$ cat config.mk
export PLATFORM = sky130hd
export DESIGN_NAME = prime_scanner
export DESIGN_NICKNAME = d
export VERILOG_FILES = /design/src/rtl/prime_scanner.sv
export SDC_FILE = /design/constraint.sdc
export NUM_CORES = 1
export LEC_CHECK = 0
export CAP_MARGIN = 20
export CORE_UTILIZATION = 49
export DETAILED_ROUTE_END_ITERATION = 8
export PLACE_DENSITY = 0.78
export REMOVE_ABC_BUFFERS = 1
export SYNTH_ARGS = -nofsm -noshare
export SYNTH_HDL_FRONTEND = slang
export SYNTH_SLANG_ARGS = --single-unit
$ cat constraint.sdc
create_clock -name clk -period 2.1 [get_ports clk]
set_input_delay 0.42 -clock clk [delete_from_list [all_inputs] [get_ports clk]]
set_output_delay 0.42 -clock clk [all_outputs]
set_load 0.02 [all_outputs]
$ cat src/rtl/prime_scanner.sv
// Prime scanner: walks candidates lo..hi past an external combinational prime
// detector and streams each prime found through a one-deep valid/ready slot.
module prime_scanner (
  input  logic       clk,
  input  logic       rst_n,
  input  logic       start,
  input  logic [3:0] lo,
  input  logic [3:0] hi,
  output logic [3:0] a,
  input  logic       is_prime,
  output logic [3:0] out_data,
  output logic       out_valid,
  input  logic       out_ready,
  output logic       busy,
  output logic       done,
  output logic [2:0] count
);

  typedef enum logic [1:0] {
    IDLE  = 2'd0,
    SCAN  = 2'd1,
    DRAIN = 2'd2,
    DONE  = 2'd3
  } state_t;

  state_t     state_r;
  logic [3:0] hi_r;
  logic       slot_free_s;

  // The output slot can take a new item when it is empty or being emptied now.
  assign slot_free_s = (out_valid == 1'b0) | out_ready;

  // Scan sequencer; the candidate register drives a directly.
  always_ff @(posedge clk or negedge rst_n) begin
    if (!rst_n) begin
      state_r   <= IDLE;
      hi_r      <= 4'd0;
      a         <= 4'd0;
      out_data  <= 4'd0;
      out_valid <= 1'b0;
      busy      <= 1'b0;
      done      <= 1'b0;
      count     <= 3'd0;
    end else begin
      case (state_r)
        IDLE: begin
          done <= 1'b0;
          if (start) begin
            hi_r  <= hi;
            a     <= lo;
            count <= 3'd0;
            if (lo <= hi) begin
              state_r <= SCAN;
              busy    <= 1'b1;
            end else begin
              state_r <= DONE;
              busy    <= 1'b0;
              done    <= 1'b1;
            end
          end else begin
            state_r <= IDLE;
          end
        end

        SCAN: begin
          if (slot_free_s) begin
            if (is_prime) begin
              out_data  <= a;
              out_valid <= 1'b1;
              count     <= count + 3'd1;
            end else begin
              out_valid <= 1'b0;
            end
            // Stop at hi rather than incrementing, so hi=15 never wraps to 0.
            if (a < hi_r) begin
              a <= a + 4'd1;
            end else begin
              state_r <= DRAIN;
            end
          end else begin
            state_r <= SCAN;
          end
        end

        DRAIN: begin
          if (slot_free_s) begin
            out_valid <= 1'b0;
            busy      <= 1'b0;
            done      <= 1'b1;
            state_r   <= DONE;
          end else begin
            state_r <= DRAIN;
          end
        end

        DONE: begin
          done    <= 1'b0;
          busy    <= 1'b0;
          state_r <= IDLE;
        end

        default: begin
          state_r   <= IDLE;
          busy      <= 1'b0;
          done      <= 1'b0;
          out_valid <= 1'b0;
        end
      endcase
    end
  end

endmodule

# After elaboration in Yosys (flattened, before gate mapping)
# Cells that the tools add are included.
word_totals:
  regBits: 20
  wordCells: 59
  out_inout_bits: 14
classes:
  add_sub_neg: 2
  n_bitwise: 2
  n_reduce_logical: 11
  n_lt_le_gt_ge: 2
  muxes: 25
  n_eq_ne: 9
op_table:
  columns: ["cell", "n"]
  rows:
  - ["2-to-1 mux 4 bit", 3]
  - ["inequality test 2 bit (second input constant)", 5]
  - ["2-to-1 mux 1 bit", 9]
  - ["2-to-1 mux 3 bit", 3]
  - ["AND reduction 3 bit", 3]
  - ["2-to-1 mux 2 bit", 4]
  - ["one-hot mux 2 bit (4 select lines)", 1]
  - ["one-hot mux 4 bit (2 select lines)", 1]
  - ["AND reduction 4 bit", 2]
  - ["one-hot mux 1 bit (3 select lines)", 2]
  - ["one-hot mux 3 bit (2 select lines)", 1]
  - ["adder 4 x 1 -> 4 bit (second input constant)", 1]
  - ["== test 2 bit (second input constant)", 2]
  - ["<= comparator 4 bit", 1]
  - ["less-than comparator 4 bit", 1]
  - ["AND reduction 2 bit", 2]
  - ["nonzero test 2 bit", 2]
  - ["adder 3 x 1 -> 3 bit (second input constant)", 1]
  - ["inequality test 3 bit (second input constant)", 1]
  - ["nonzero test 3 bit", 1]
  - ["== test 2 x 1 -> 1 bit (second input constant)", 1]
  - ["logical NOT 2 bit", 1]
  - ["one-hot mux 1 bit (2 select lines)", 1]
  - ["NOT 1 bit", 1]
  - ["bitwise OR 1 bit", 1]

# Depth between registers and ports, before layout
logic_depth:
  word_depth: 4
  depth_mapped: 6
  depth_no_buf: 6

# Least setup slack after synthesis
# OpenSTA, ideal clock, no wires.
synth_path:
  kind: "reg2reg"
  start: "reg a[1]"
  end: "reg state_r[1]"
  t_required_ns: 1.979
  t_arrival_ns: 1.538
  path_stages_with_launch: 5
  slack_ns: 0.441
  period_less_slack_ns: 1.659
  setup_ns: 0.121
  cell_sequence: "dfrtp_1 > ha_1 > a2111oi_4 > nor3_1 > a22o_1"
synth_between:
  elab_chain_cells: 2
synth_rtl:
  columns: ["element", "line_no", "text"]
  rows:
  - ["start: declaration", "9", "output logic [3:0] a,"]
  - ["start signal: assignment", "50", "a <= lo;"]
  - ["start signal: assignment", "76", "a <= a + 4'd1;"]
  - ["less-than comparator 4 bit", "75", "if (a < hi_r) begin"]
  - ["inequality test 3 bit (no line)", null, null]
  - ["end signal: assignment", "78", "state_r <= DRAIN;"]
  - ["end signal: assignment", "81", "state_r <= SCAN;"]
  - ["end signal: assignment", "90", "state_r <= DONE;"]
  - ["end: declaration", "26", "state_t state_r;"]
# No other way between the ends.
# A chain may end at the register's enable or synchronous reset.

# Worst setup path in the final report
layout_path:
  start: "in hi[2]"
  end: "reg state_r[1]"
layout_between:
  elab_chain_cells: 4
layout_rtl:
  columns: ["element", "line_no", "text"]
  rows:
  - ["start: declaration", "8", "input logic [3:0] hi,"]
  - ["<= comparator 4 bit", "52", "if (lo <= hi) begin"]
  - ["2-to-1 mux 2 bit", "52", null]
  - ["2-to-1 mux 2 bit", "48", "if (start) begin"]
  - ["one-hot mux 2 bit (4 select lines)", "45", "case (state_r)"]
  - ["end signal: assignment", "53", "state_r <= SCAN;"]
  - ["end signal: assignment", "56", "state_r <= DONE;"]
  - ["end signal: assignment", "61", "state_r <= IDLE;"]
# No other way between the ends.

==> results.cfg <==
[routing]
ant_nets = 0
totalWireLength_um = 2950
drc = 0
drt-initial-drc-count = 27
firstDrtPassIters = 4
dr_total_vias = 1058
vias_per_cell = 5.75
wire_per_inst_um = 16.0

[synthesis]
dominantRegCellSynth = dfrtp_1
netlist.top_cell.by_area = dfrtp_1
synth_edf_count = 0
synth_area_leaders = dfrtp_1, ha_1, nand2_1, o21ai_0, inv_1
synth-xor-area-share_pct = 0.736
syn_area_um2 = 1190
synth-compound-area-share_pct = 21.7
seq_area_frac_synth_pct = 42.1
ys_ff_latch = 20
synth_top_area_share_pct = 42.1
yosys.area_share.simple_pct = 16.4
synthMuxAreaShare_pct = 4.63
synth_cells = 120
ys_types = 38
synth-async-reset-ratio_pct = 100
synthAdderAreaFrac_pct = 9.46
synth.avg_cell_area_um2 = 9.92
yosysWarnings = 0
synth_top_family_by_area = compound AO/OA/AOI/OAI gates

[worst_setup_path]
r2r-start = a[2]$_DFFE_PN0P_
crit_arrival_ps = 2140
start_kind = input port
crit_fanout = 3
crit_type = in2reg
endpoint = state_r[1]$_DFFE_PN0P_
cp-startpoint = hi[2]
r2r_cells = 5
required_ps = 2320
reg2reg_setup_slack_ps = 310
r2r_end = a[2]$_DFFE_PN0P_
end_kind = register

[cts]
cts_buffer_depth = 2
cts_setup_buffers = 0
hold_buffers = 0
clk_latency_ps = 310
clkTransAtPathRegs_ps = 120
cts_made_buffers = 3
cts-root-buf = clkbuf_4
htreeDepth = 1
numClockSinks = 20
cts_tree = done
cts-resized-gates = 0

[sta]
fmax_mhz = 519
worst_slack_ps = 173
rsz0062_at_grt = false
fin_crit_sh_pct = 91.7
hold_viol = 0
setup_viol = 0
skew_ps = 6.56
maxSlewHeadroom_pct = 66.4
drv_slew = 0
worst_pin_slew_ps = 504
min_period_ps = 1930

[grt]
antenna_found_initial = 0
grt_pass1_wl_um = 5050
grt_max_degree = 21
grt_use_total_pct = 26.6
grt_pass1_vias = 1167
grt_overflow = 0

[die]
core_area_um2 = 2250
placementRows = 17
die_x_um = 51.3
dieArea_um2 = 2630
initial_core_util_pct = 52.8
io_pins = 27
die_h_um = 51.3

[final_layout]
area_delta_synth_final_pct = 32.3
antennaDiodeCount = 0
final_common_cell = clkdlybuf4s50_1
fin_area_um2 = 1570
final_cell_mix = clkdlybuf4s50_1, dfrtp_1, nand2_1
drive_gt1_share_pct = 14.1
final_nets = 179

[placement]
pre_cts_ws_ps = -179
gp_congestion = 0.876
dp_hpwl_um = 2210
placed_cell_area_um2 = 1540
io_buffers = 26

[flow_run]
cap_violations = 0

[worst_hold_path]
worst_hold_path_type = in2async

[power_and_ir_drop]
leakage_nw = 0.717
cellPowerDensity_nw_per_um2 = 1500
irDropWorstVdd_mv = 1.04

[run_status]
status = finished, final reports clean
## worst max-delay path, cell delays in order
cell	delay, ps
clkdlybuf4s50_1	490
inv_1	60
ha_1	310
a21o_1	190
a211oi_1	270
o21ai_0	160
a22o_1	250
## layer usage
| layer | track usage, % | share of wire (%) | vias to the layer above |
|---|---|---|---|
| met5 | 0 | 0 | - |
| met3 | 6.55 | 5.3 | 7 |
| met1 | 31.6 | 42 | 509 |
| li1 | - | - | 507 |
| met4 | 14.0 | 2.2 | 0 |
| met2 | 44.3 | 50 | 35 |
## registers in the layout (all words and copies together) (netlist names)
signal     cells
busy           1
state_r        2
done           1
count          3
hi_r           4
out_data       4
a              4
out_valid      1
## power breakdown
part | internal (mW) | leakage [nW] | switching, mW | total (mW)
clock | 0.106 | 0.0210 | 0.126 | 0.232
sequential | 0.567 | 0.241 | 0.213 | 0.780
combinational | 0.650 | 0.455 | 0.701 | 1.35
total | 1.32 | 0.717 | 1.04 | 2.36
## kinds of logic after synthesis
| family | Yosys count |
|---|---|
| AND/OR/NAND/NOR | 37 |
| AO/OA/AOI/OAI | 33 |
| flip-flops | 20 |
| buffers and inverters | 15 |
| adder cells (fa/ha/maj) | 9 |
| multiplexers | 5 |
| XOR/XNOR | 1 |
## stage by stage
step	hold slack, ps	instances	setup TNS, ps	total power, mW	utilization [%]
3_5_place_dp	497	180	-290	2.12	68.2
6_report	430	184	0	2.36	69.8
4_1_cts	444	184	0	2.37	69.8
3_3_place_gp	488	180	-92.0	2.07	68.2
5_1_grt	437	184	0	2.55	69.8
2_1_floorplan	124	117	0	1.59	-
## worst min-delay path by stage
stage	start	cells past startpoint	end
final	rst_n	2	state_r[0]$_DFFE_PN0P_
after global placement	out_data[0]$_DFFE_PN0P_	1	out_data[0]$_DFFE_PN0P_
after detailed placement	out_data[1]$_DFFE_PN0P_	1	out_data[1]$_DFFE_PN0P_
after floorplan	rst_n	0	a[0]$_DFFE_PN0P_
after CTS	rst_n	2	out_valid$_DFFE_PN0P_
after global routing	rst_n	2	out_valid$_DFFE_PN0P_
## synthesized netlist by cell type, types with 2 or more instances
library cell / count
o21a_1: 2
nor2_1: 4
o2111ai_1: 2
o22ai_1: 2
buf_2: 3
nand2_1: 14
a22o_1: 2
nand4_1: 2
nand2b_1: 3
mux2_2: 4
a21oi_1: 2
nor2b_1: 2
ha_1: 9
o21ai_0: 10
nor4_1: 2
a32oi_1: 2
nand3_1: 3
dfrtp_1: 20
inv_1: 12
o211ai_1: 2
## layout make-up
type / count / area, um^2
Clock buffer: 4 / 36.3
Fill cell: 186 / 681
Inverter: 12 / 45.0
Multi-Input combinational cell: 85 / 629
Sequential cell: 20 / 500
Tap cell: 28 / 35.0
Timing Repair Buffer: 35 / 328
Power figures use the tool's default switching activity.
